<file path="src/rtl/apb_cfg_pkg.sv">
// Shared definitions for the APB configuration master: FSM state encoding
// and the default bus/timeout dimensions used by the interface and modules.
package apb_cfg_pkg;

  typedef enum logic [1:0] {
    IDLE   = 2'd0,
    SETUP  = 2'd1,
    ACCESS = 2'd2
  } apb_state_e;

  localparam int DEFAULT_ADDRESS_BUS_WIDTH = 16;
  localparam int DEFAULT_DATA_BUS_WIDTH    = 32;
  localparam int DEFAULT_TIMEOUT_CYCLES    = 255;
  localparam int DEFAULT_TIMEOUT_WIDTH     = 8;

endpackage

</file>
<file path="src/rtl/apb_cfg_master_if.sv">
// Command/response handshake plus APB bus signals of one configuration master.
// The master modport is the requester's view; the slave modport is the view
// of everything around it (system controller and the APB register bank).
interface apb_cfg_master_if
  import apb_cfg_pkg::*;
#(
  parameter int ADDRESS_BUS_WIDTH = DEFAULT_ADDRESS_BUS_WIDTH,
  parameter int DATA_BUS_WIDTH    = DEFAULT_DATA_BUS_WIDTH
);

  logic                         cmd_valid;
  logic                         cmd_ready;
  logic                         cmd_write;
  logic [ADDRESS_BUS_WIDTH-1:0] cmd_addr;
  logic [DATA_BUS_WIDTH-1:0]    cmd_wdata;

  logic                         rsp_valid;
  logic [DATA_BUS_WIDTH-1:0]    rsp_rdata;
  logic                         rsp_err;

  logic                         psel;
  logic                         penable;
  logic                         pwrite;
  logic [ADDRESS_BUS_WIDTH-1:0] paddr;
  logic [DATA_BUS_WIDTH-1:0]    pwdata;
  logic                         pready;
  logic [DATA_BUS_WIDTH-1:0]    prdata;

  modport master (
    input  cmd_valid, cmd_write, cmd_addr, cmd_wdata, pready, prdata,
    output cmd_ready, rsp_valid, rsp_rdata, rsp_err,
           psel, penable, pwrite, paddr, pwdata
  );

  modport slave (
    output cmd_valid, cmd_write, cmd_addr, cmd_wdata, pready, prdata,
    input  cmd_ready, rsp_valid, rsp_rdata, rsp_err,
           psel, penable, pwrite, paddr, pwdata
  );

endinterface

</file>
<file path="src/rtl/apb_wait_timer.sv">
// Saturating wait-state counter. 'expired' flags the cycle in which one more
// not-ready edge would bring the count up to LIMIT, so the owner can abort
// on that same edge.
module apb_wait_timer
  import apb_cfg_pkg::*;
#(
  parameter int WIDTH = DEFAULT_TIMEOUT_WIDTH,
  parameter int LIMIT = DEFAULT_TIMEOUT_CYCLES
) (
  input  logic pclk,
  input  logic reset,
  input  logic clear,
  input  logic enable,
  output logic expired
);

  localparam logic [WIDTH-1:0] LAST = WIDTH'(LIMIT - 1);

  logic [WIDTH-1:0] count;

  // Count enabled cycles, clear on request, and stick at all-ones instead of wrapping
  always_ff @(posedge pclk or negedge reset) begin
    if (!reset) begin
      count <= '0;
    end else if (clear) begin
      count <= '0;
    end else if (enable && (count != {WIDTH{1'b1}})) begin
      count <= count + 1'b1;
    end
  end

  assign expired = (count == LAST);

endmodule

</file>
<file path="src/rtl/apb_cfg_master.sv">
// APB requester for the configuration-register bus. Takes one read/write
// command at a time, runs SETUP/ACCESS, and returns data or a timeout error
// on a single-cycle response strobe.
module apb_cfg_master
  import apb_cfg_pkg::*;
#(
  parameter int ADDRESS_BUS_WIDTH = DEFAULT_ADDRESS_BUS_WIDTH,
  parameter int DATA_BUS_WIDTH    = DEFAULT_DATA_BUS_WIDTH,
  parameter int TIMEOUT_CYCLES    = DEFAULT_TIMEOUT_CYCLES,
  parameter int TIMEOUT_WIDTH     = DEFAULT_TIMEOUT_WIDTH
) (
  input logic              pclk,
  input logic              reset,
  apb_cfg_master_if.master bus
);

  apb_state_e state, next_state;

  logic                         pready_ok;
  logic                         accept;
  logic                         complete;
  logic                         abort;
  logic                         timer_clear;
  logic                         timer_enable;
  logic                         timer_expired;
  logic                         cmd_ready_c;
  logic                         psel_c;
  logic                         penable_c;

  logic                         pwrite_q;
  logic [ADDRESS_BUS_WIDTH-1:0] paddr_q;
  logic [DATA_BUS_WIDTH-1:0]    pwdata_q;
  logic                         rsp_valid_q;
  logic                         rsp_err_q;
  logic [DATA_BUS_WIDTH-1:0]    rsp_rdata_q;

  // A floating or unknown pready line must never be taken as ready
  assign pready_ok = (bus.pready === 1'b1);

  apb_wait_timer #(
    .WIDTH (TIMEOUT_WIDTH),
    .LIMIT (TIMEOUT_CYCLES)
  ) u_wait_timer (
    .pclk    (pclk),
    .reset   (reset),
    .clear   (timer_clear),
    .enable  (timer_enable),
    .expired (timer_expired)
  );

  // State register; reset drops straight back to IDLE so psel/penable fall without a clock
  always_ff @(posedge pclk or negedge reset) begin
    if (!reset) begin
      state <= IDLE;
    end else begin
      state <= next_state;
    end
  end

  // Next-state and bus-phase decode; success is checked before timeout so ready wins at the limit
  always_comb begin
    next_state   = state;
    cmd_ready_c  = 1'b0;
    psel_c       = 1'b0;
    penable_c    = 1'b0;
    accept       = 1'b0;
    complete     = 1'b0;
    abort        = 1'b0;
    timer_clear  = 1'b0;
    timer_enable = 1'b0;
    case (state)
      IDLE: begin
        cmd_ready_c = 1'b1;
        if (bus.cmd_valid) begin
          accept     = 1'b1;
          next_state = SETUP;
        end
      end
      SETUP: begin
        psel_c      = 1'b1;
        timer_clear = 1'b1;
        next_state  = ACCESS;
      end
      ACCESS: begin
        psel_c       = 1'b1;
        penable_c    = 1'b1;
        timer_enable = !pready_ok;
        if (pready_ok) begin
          complete   = 1'b1;
          next_state = IDLE;
        end else if (timer_expired) begin
          abort      = 1'b1;
          next_state = IDLE;
        end
      end
      default: begin
        next_state = IDLE;
      end
    endcase
  end

  // Address, direction and write data are captured once per command and held until the next one
  always_ff @(posedge pclk or negedge reset) begin
    if (!reset) begin
      pwrite_q <= 1'b0;
      paddr_q  <= '0;
      pwdata_q <= '0;
    end else if (accept) begin
      pwrite_q <= bus.cmd_write;
      paddr_q  <= bus.cmd_addr;
      pwdata_q <= bus.cmd_wdata;
    end
  end

  // Response strobe lasts one cycle; data is only meaningful for successful reads
  always_ff @(posedge pclk or negedge reset) begin
    if (!reset) begin
      rsp_valid_q <= 1'b0;
      rsp_err_q   <= 1'b0;
      rsp_rdata_q <= '0;
    end else begin
      rsp_valid_q <= complete || abort;
      if (complete) begin
        rsp_err_q   <= 1'b0;
        rsp_rdata_q <= pwrite_q ? '0 : bus.prdata;
      end else if (abort) begin
        rsp_err_q   <= 1'b1;
        rsp_rdata_q <= '0;
      end
    end
  end

  assign bus.cmd_ready = cmd_ready_c;
  assign bus.psel      = psel_c;
  assign bus.penable   = penable_c;
  assign bus.pwrite    = pwrite_q;
  assign bus.paddr     = paddr_q;
  assign bus.pwdata    = pwdata_q;
  assign bus.rsp_valid = rsp_valid_q;
  assign bus.rsp_err   = rsp_err_q;
  assign bus.rsp_rdata = rsp_rdata_q;

endmodule

</file>
<file path="src/flat_wrapper.sv">
// flat-port wrapper written by rule: the top's interface ports become plain ports
module apb_cfg_master_flat import apb_cfg_pkg::*;
#(
  parameter int ADDRESS_BUS_WIDTH = DEFAULT_ADDRESS_BUS_WIDTH,
  parameter int DATA_BUS_WIDTH    = DEFAULT_DATA_BUS_WIDTH,
  parameter int TIMEOUT_CYCLES    = DEFAULT_TIMEOUT_CYCLES,
  parameter int TIMEOUT_WIDTH     = DEFAULT_TIMEOUT_WIDTH
)
  (pclk, reset, bus_cmd_valid, bus_cmd_write, bus_cmd_addr, bus_cmd_wdata, bus_pready, bus_prdata, bus_cmd_ready, bus_rsp_valid, bus_rsp_rdata, bus_rsp_err, bus_psel, bus_penable, bus_pwrite, bus_paddr, bus_pwdata);
  apb_cfg_master_if #(.ADDRESS_BUS_WIDTH(ADDRESS_BUS_WIDTH), .DATA_BUS_WIDTH(DATA_BUS_WIDTH)) bus_i ();
  input logic pclk;
  input logic reset;
  input wire logic [$bits(bus_i.cmd_valid)-1:0] bus_cmd_valid;
  input wire logic [$bits(bus_i.cmd_write)-1:0] bus_cmd_write;
  input wire logic [$bits(bus_i.cmd_addr)-1:0] bus_cmd_addr;
  input wire logic [$bits(bus_i.cmd_wdata)-1:0] bus_cmd_wdata;
  input wire logic [$bits(bus_i.pready)-1:0] bus_pready;
  input wire logic [$bits(bus_i.prdata)-1:0] bus_prdata;
  output wire logic [$bits(bus_i.cmd_ready)-1:0] bus_cmd_ready;
  output wire logic [$bits(bus_i.rsp_valid)-1:0] bus_rsp_valid;
  output wire logic [$bits(bus_i.rsp_rdata)-1:0] bus_rsp_rdata;
  output wire logic [$bits(bus_i.rsp_err)-1:0] bus_rsp_err;
  output wire logic [$bits(bus_i.psel)-1:0] bus_psel;
  output wire logic [$bits(bus_i.penable)-1:0] bus_penable;
  output wire logic [$bits(bus_i.pwrite)-1:0] bus_pwrite;
  output wire logic [$bits(bus_i.paddr)-1:0] bus_paddr;
  output wire logic [$bits(bus_i.pwdata)-1:0] bus_pwdata;
  assign bus_i.cmd_valid = bus_cmd_valid;
  assign bus_i.cmd_write = bus_cmd_write;
  assign bus_i.cmd_addr = bus_cmd_addr;
  assign bus_i.cmd_wdata = bus_cmd_wdata;
  assign bus_i.pready = bus_pready;
  assign bus_i.prdata = bus_prdata;
  assign bus_cmd_ready = bus_i.cmd_ready;
  assign bus_rsp_valid = bus_i.rsp_valid;
  assign bus_rsp_rdata = bus_i.rsp_rdata;
  assign bus_rsp_err = bus_i.rsp_err;
  assign bus_psel = bus_i.psel;
  assign bus_penable = bus_i.penable;
  assign bus_pwrite = bus_i.pwrite;
  assign bus_paddr = bus_i.paddr;
  assign bus_pwdata = bus_i.pwdata;
  apb_cfg_master #(.ADDRESS_BUS_WIDTH(ADDRESS_BUS_WIDTH), .DATA_BUS_WIDTH(DATA_BUS_WIDTH), .TIMEOUT_CYCLES(TIMEOUT_CYCLES), .TIMEOUT_WIDTH(TIMEOUT_WIDTH)) u_core (.pclk(pclk), .reset(reset), .bus(bus_i));
endmodule
</file>
<file path="config.mk">
export PLATFORM = sky130hd
export DESIGN_NAME = apb_cfg_master_flat
export DESIGN_NICKNAME = d
export VERILOG_FILES = /design/src/rtl/apb_cfg_pkg.sv /design/src/rtl/apb_cfg_master_if.sv /design/src/rtl/apb_wait_timer.sv /design/src/rtl/apb_cfg_master.sv /design/src/flat_wrapper.sv
export SDC_FILE = /design/constraint.sdc
export NUM_CORES = 1
export LEC_CHECK = 0
export BUFFER_PORTS_ARGS = -buffer_cell sky130_fd_sc_hd__buf_2
export CAP_MARGIN = 20
export CORE_ASPECT_RATIO = 0.8
export CORE_UTILIZATION = 45
export CTS_CLUSTER_DIAMETER = 50
export DETAILED_ROUTE_END_ITERATION = 8
export PLACE_DENSITY = 0.81
export RECOVER_POWER = 50
export SKIP_CTS_REPAIR_TIMING = 1
export SLEW_MARGIN = 30
export SYNTH_ARGS = -nofsm -noshare
export SYNTH_HDL_FRONTEND = slang
export SYNTH_SLANG_ARGS = --single-unit
</file>
<file path="constraint.sdc">
create_clock -name pclk -period 4.3 [get_ports pclk]
set_input_delay 0.43 -clock pclk [delete_from_list [all_inputs] [get_ports pclk]]
set_output_delay 0.43 -clock pclk [all_outputs]
set_load 0.02 [all_outputs]
</file>
==> flow_metrics.env <==
export IMPL_cp_arrival_ns=2.51
export IMPL_maxCapViolations=1
export IMPL_post_dp_hpwl_mm=7.08
export IMPL_slew_violations=37
export IMPL_critPathLaunchType="input pin"
export IMPL_crit_chain="buf_4 > clkbuf_1"
export IMPL_wl_mm=10.3
export IMPL_clock_latency_ns=0.34
export IMPL_fp_dieW_um=111
export IMPL_viasPerCell=5.15
export IMPL_tns_ns=0
export IMPL_ant_nets=0
export IMPL_violations="design-rule violations, max-capacitance violations, max-slew violations"
export IMPL_path_delay_family="buffers and inverters"
export IMPL_syn_num_nets=485
export IMPL_tightest_slew_ns=1.95
export IMPL_cp_data_required_time_ns=4.38
export IMPL_maxClockFrequency_ghz=0.411
export IMPL_place_congestion=0.823
export IMPL_rsz0062_at_grt="false"
export IMPL_fin_skew_ns=0.00539
export IMPL_busiest_layer="met2"
export IMPL_synth_top_area_share_pct=54.1
export IMPL_clock_path_buffers=2
export IMPL_num_nets_final=644
export IMPL_syn_inst=393
export IMPL_hold_class="input pin to asynchronous set/reset pin"
export IMPL_diodes=0
export IMPL_grt_max_degree=59
export IMPL_report_final_hold_viol_count=0
export IMPL_ys_flop_type="dfrtp_1"
export IMPL_yosysUniqueCellTypes=38
export IMPL_dieArea_sq_mm=0.00996
export IMPL_met2_usage_pct=35.7
export IMPL_cp_buffers_inverters=2
export IMPL_core_sq_mm=0.00915
export IMPL_slowest_stage="clkbuf_1"
export IMPL_grt_use_total_pct=21.4
export IMPL_tritoncts="done"
export IMPL_cts_num_sinks=93
export IMPL_cts_htree_levels=3
export IMPL_synth_seq_cells=93
export IMPL_first_global_vias=3359
export IMPL_vias=3460
export IMPL_crit_type="input pin to asynchronous set/reset pin"
export IMPL_row_count=31
export IMPL_drc=22
export IMPL_synth_top_area_cell="dfrtp_1"
export IMPL_routedWlPerCell_um=15.3
export IMPL_end_kind="asynchronous set/reset pin"
export IMPL_drtIter0Drc=213
export IMPL_globalRouteMet1Util_pct=26.4
export IMPL_drive_above_1_share_pct=35.7
export IMPL_synth_most_common_cell="dfrtp_1"
export IMPL_synth_common_cells="93 x dfrtp_1, 64 x nor2b_1, 50 x mux2_2, 37 x nand2_1, 35 x a21oi_1"
export IMPL_yosysSeqAreaShare_pct=54.1
export IMPL_clkTransAtPathRegs_ns=0.07
export IMPL_period_share_pct=56.6
export IMPL_status="complete, but fails checks"
export IMPL_synth_edf_count=0
export IMPL_grt_pass1_wl_mm=16.5
export IMPL_ios=171
export IMPL_initial_utilization_pct=47.0
export IMPL_ctsRootBufferMaster="clkbuf_16"
export IMPL_max_slew_margin_rel_pct=-30.1
export IMPL_die_y_um=89.5
export IMPL_powerDensity_mw_per_mm2=763
export IMPL_antenna_found_initial=0
export IMPL_synthTopCellsByArea="dfrtp_1 54%, mux2_2 13%, nor2b_1 9.3%, a21oi_1 4.1%, o21ai_0 3.6%"
export IMPL_max_stage_delay_ns=1.46
export IMPL_p_leak_nw=2.40
export IMPL_crit_fanout=58
export IMPL_overflow=0
export IMPL_numCtsBuffers=9
export IMPL_peakVddDrop_v=0.000527
export IMPL_use_met3_pct=8.54
export IMPL_yosysWarnings=0
export IMPL_final_area_sq_mm=0.00546
export IMPL_netlist_area_sq_mm=0.00430
export IMPL_finalSetupViolCount=0
export IMPL_async_flop_share_pct=100
export IMPL_syn_to_final_growth_pct=26.9
export IMPL_avgSynthCellArea_sq_um=10.9
export IMPL_drtPass1Iterations=6
export IMPL_min_period_ns=2.43
export IMPL_portBuffers=170
export IMPL_placed_area_sq_mm=0.00523
[metal layers]
layer | part of all wire, % | up-vias
met3 | 8.1 | 4
met5 | 0 | -
met2 | 48 | 133
li1 | - | 1667
met4 | 0.11 | 0
met1 | 43 | 1656
[cell usage in the layout (no fill, tap or decap), types with 3 or more instances in the layout]
cell type and n:
nand2_1 36, o21ai_0 31, ha_1 7, inv_1 7, nor2b_1 64, a21oi_1 35, dfrtp_1 93, mux2_2 50
a31oi_1 3, clkbuf_1 44, clkbuf_16 9, nor2_1 3, a211oi_1 3, nand2b_1 3, buf_2 126
[sequential cells by signal, indices dropped and copies added, names as in the netlist]
signal	flops
u_core.bus.rsp_err	1
u_core.bus.paddr	16
u_core.u_wait_timer.count	8
u_core.bus.pwrite	1
u_core.bus.rsp_rdata	32
u_core.bus.rsp_valid	1
u_core.state	2
u_core.bus.pwdata	32
[worst paths after layout]
kind                                                    from                           end  slack, ns  depth (start not counted)
worst min-delay path                                   reset       u_core.bus.rsp_rdata[6]       0.15                          1
worst max-delay path                                   reset           u_core.bus.paddr[9]       1.87                          2
max in group pclk                            u_core.state[0]                   bus_penable       2.13                          4
min in group pclk                             bus_prdata[28]      u_core.bus.rsp_rdata[28]       0.29                          3
worst min register to register         u_core.bus.pwdata[18]         u_core.bus.pwdata[18]       0.51                          1
worst max register to register  u_core.u_wait_timer.count[4]  u_core.u_wait_timer.count[0]       2.20                          3
[power breakdown]
| group | internal [mW] | switching, mW | leakage, nW | total, mW |
|---|---|---|---|---|
| combinational | 0.751 | 1.13 | 1.21 | 1.88 |
| sequential | 1.27 | 0.243 | 1.06 | 1.52 |
| clock | 0.418 | 0.355 | 0.142 | 0.773 |
[through the flow]
stage                     worst slack, ns  utilization [%]  power [mW]  instances  hold WS, ns
after floorplan                      2.52                -        2.82        393        0.134
after global placement               1.87             57.0        3.39        656        0.483
after detailed placement             2.23             57.1        3.47        656        0.487
after CTS                            2.11             60.3        4.26        672        0.182
after global routing                 1.37             59.7        4.45        672        0.203
final                                1.87             59.7        4.17        672        0.153
[cells by family after synthesis]
logic type	Yosys count	share of synthesized area, %
multiplexers	51	13.3
AO/OA/AOI/OAI	85	11.1
adder cells (fa/ha/maj)	7	2.04
flip-flops	93	54.1
buffers and inverters	31	3.00
AND/OR/NAND/NOR	126	16.5
[cell type report]
type | instances | area, sq um
clock buffer | 10 | 239
clock inverter | 6 | 53.8
fill | 782 | 3690
inverter | 7 | 26.3
multi-input combinational | 269 | 1860
sequential | 93 | 2330
tap | 115 | 144
timing repair buffer | 172 | 811
No activity file was read; power rests on OpenSTA's default activity.
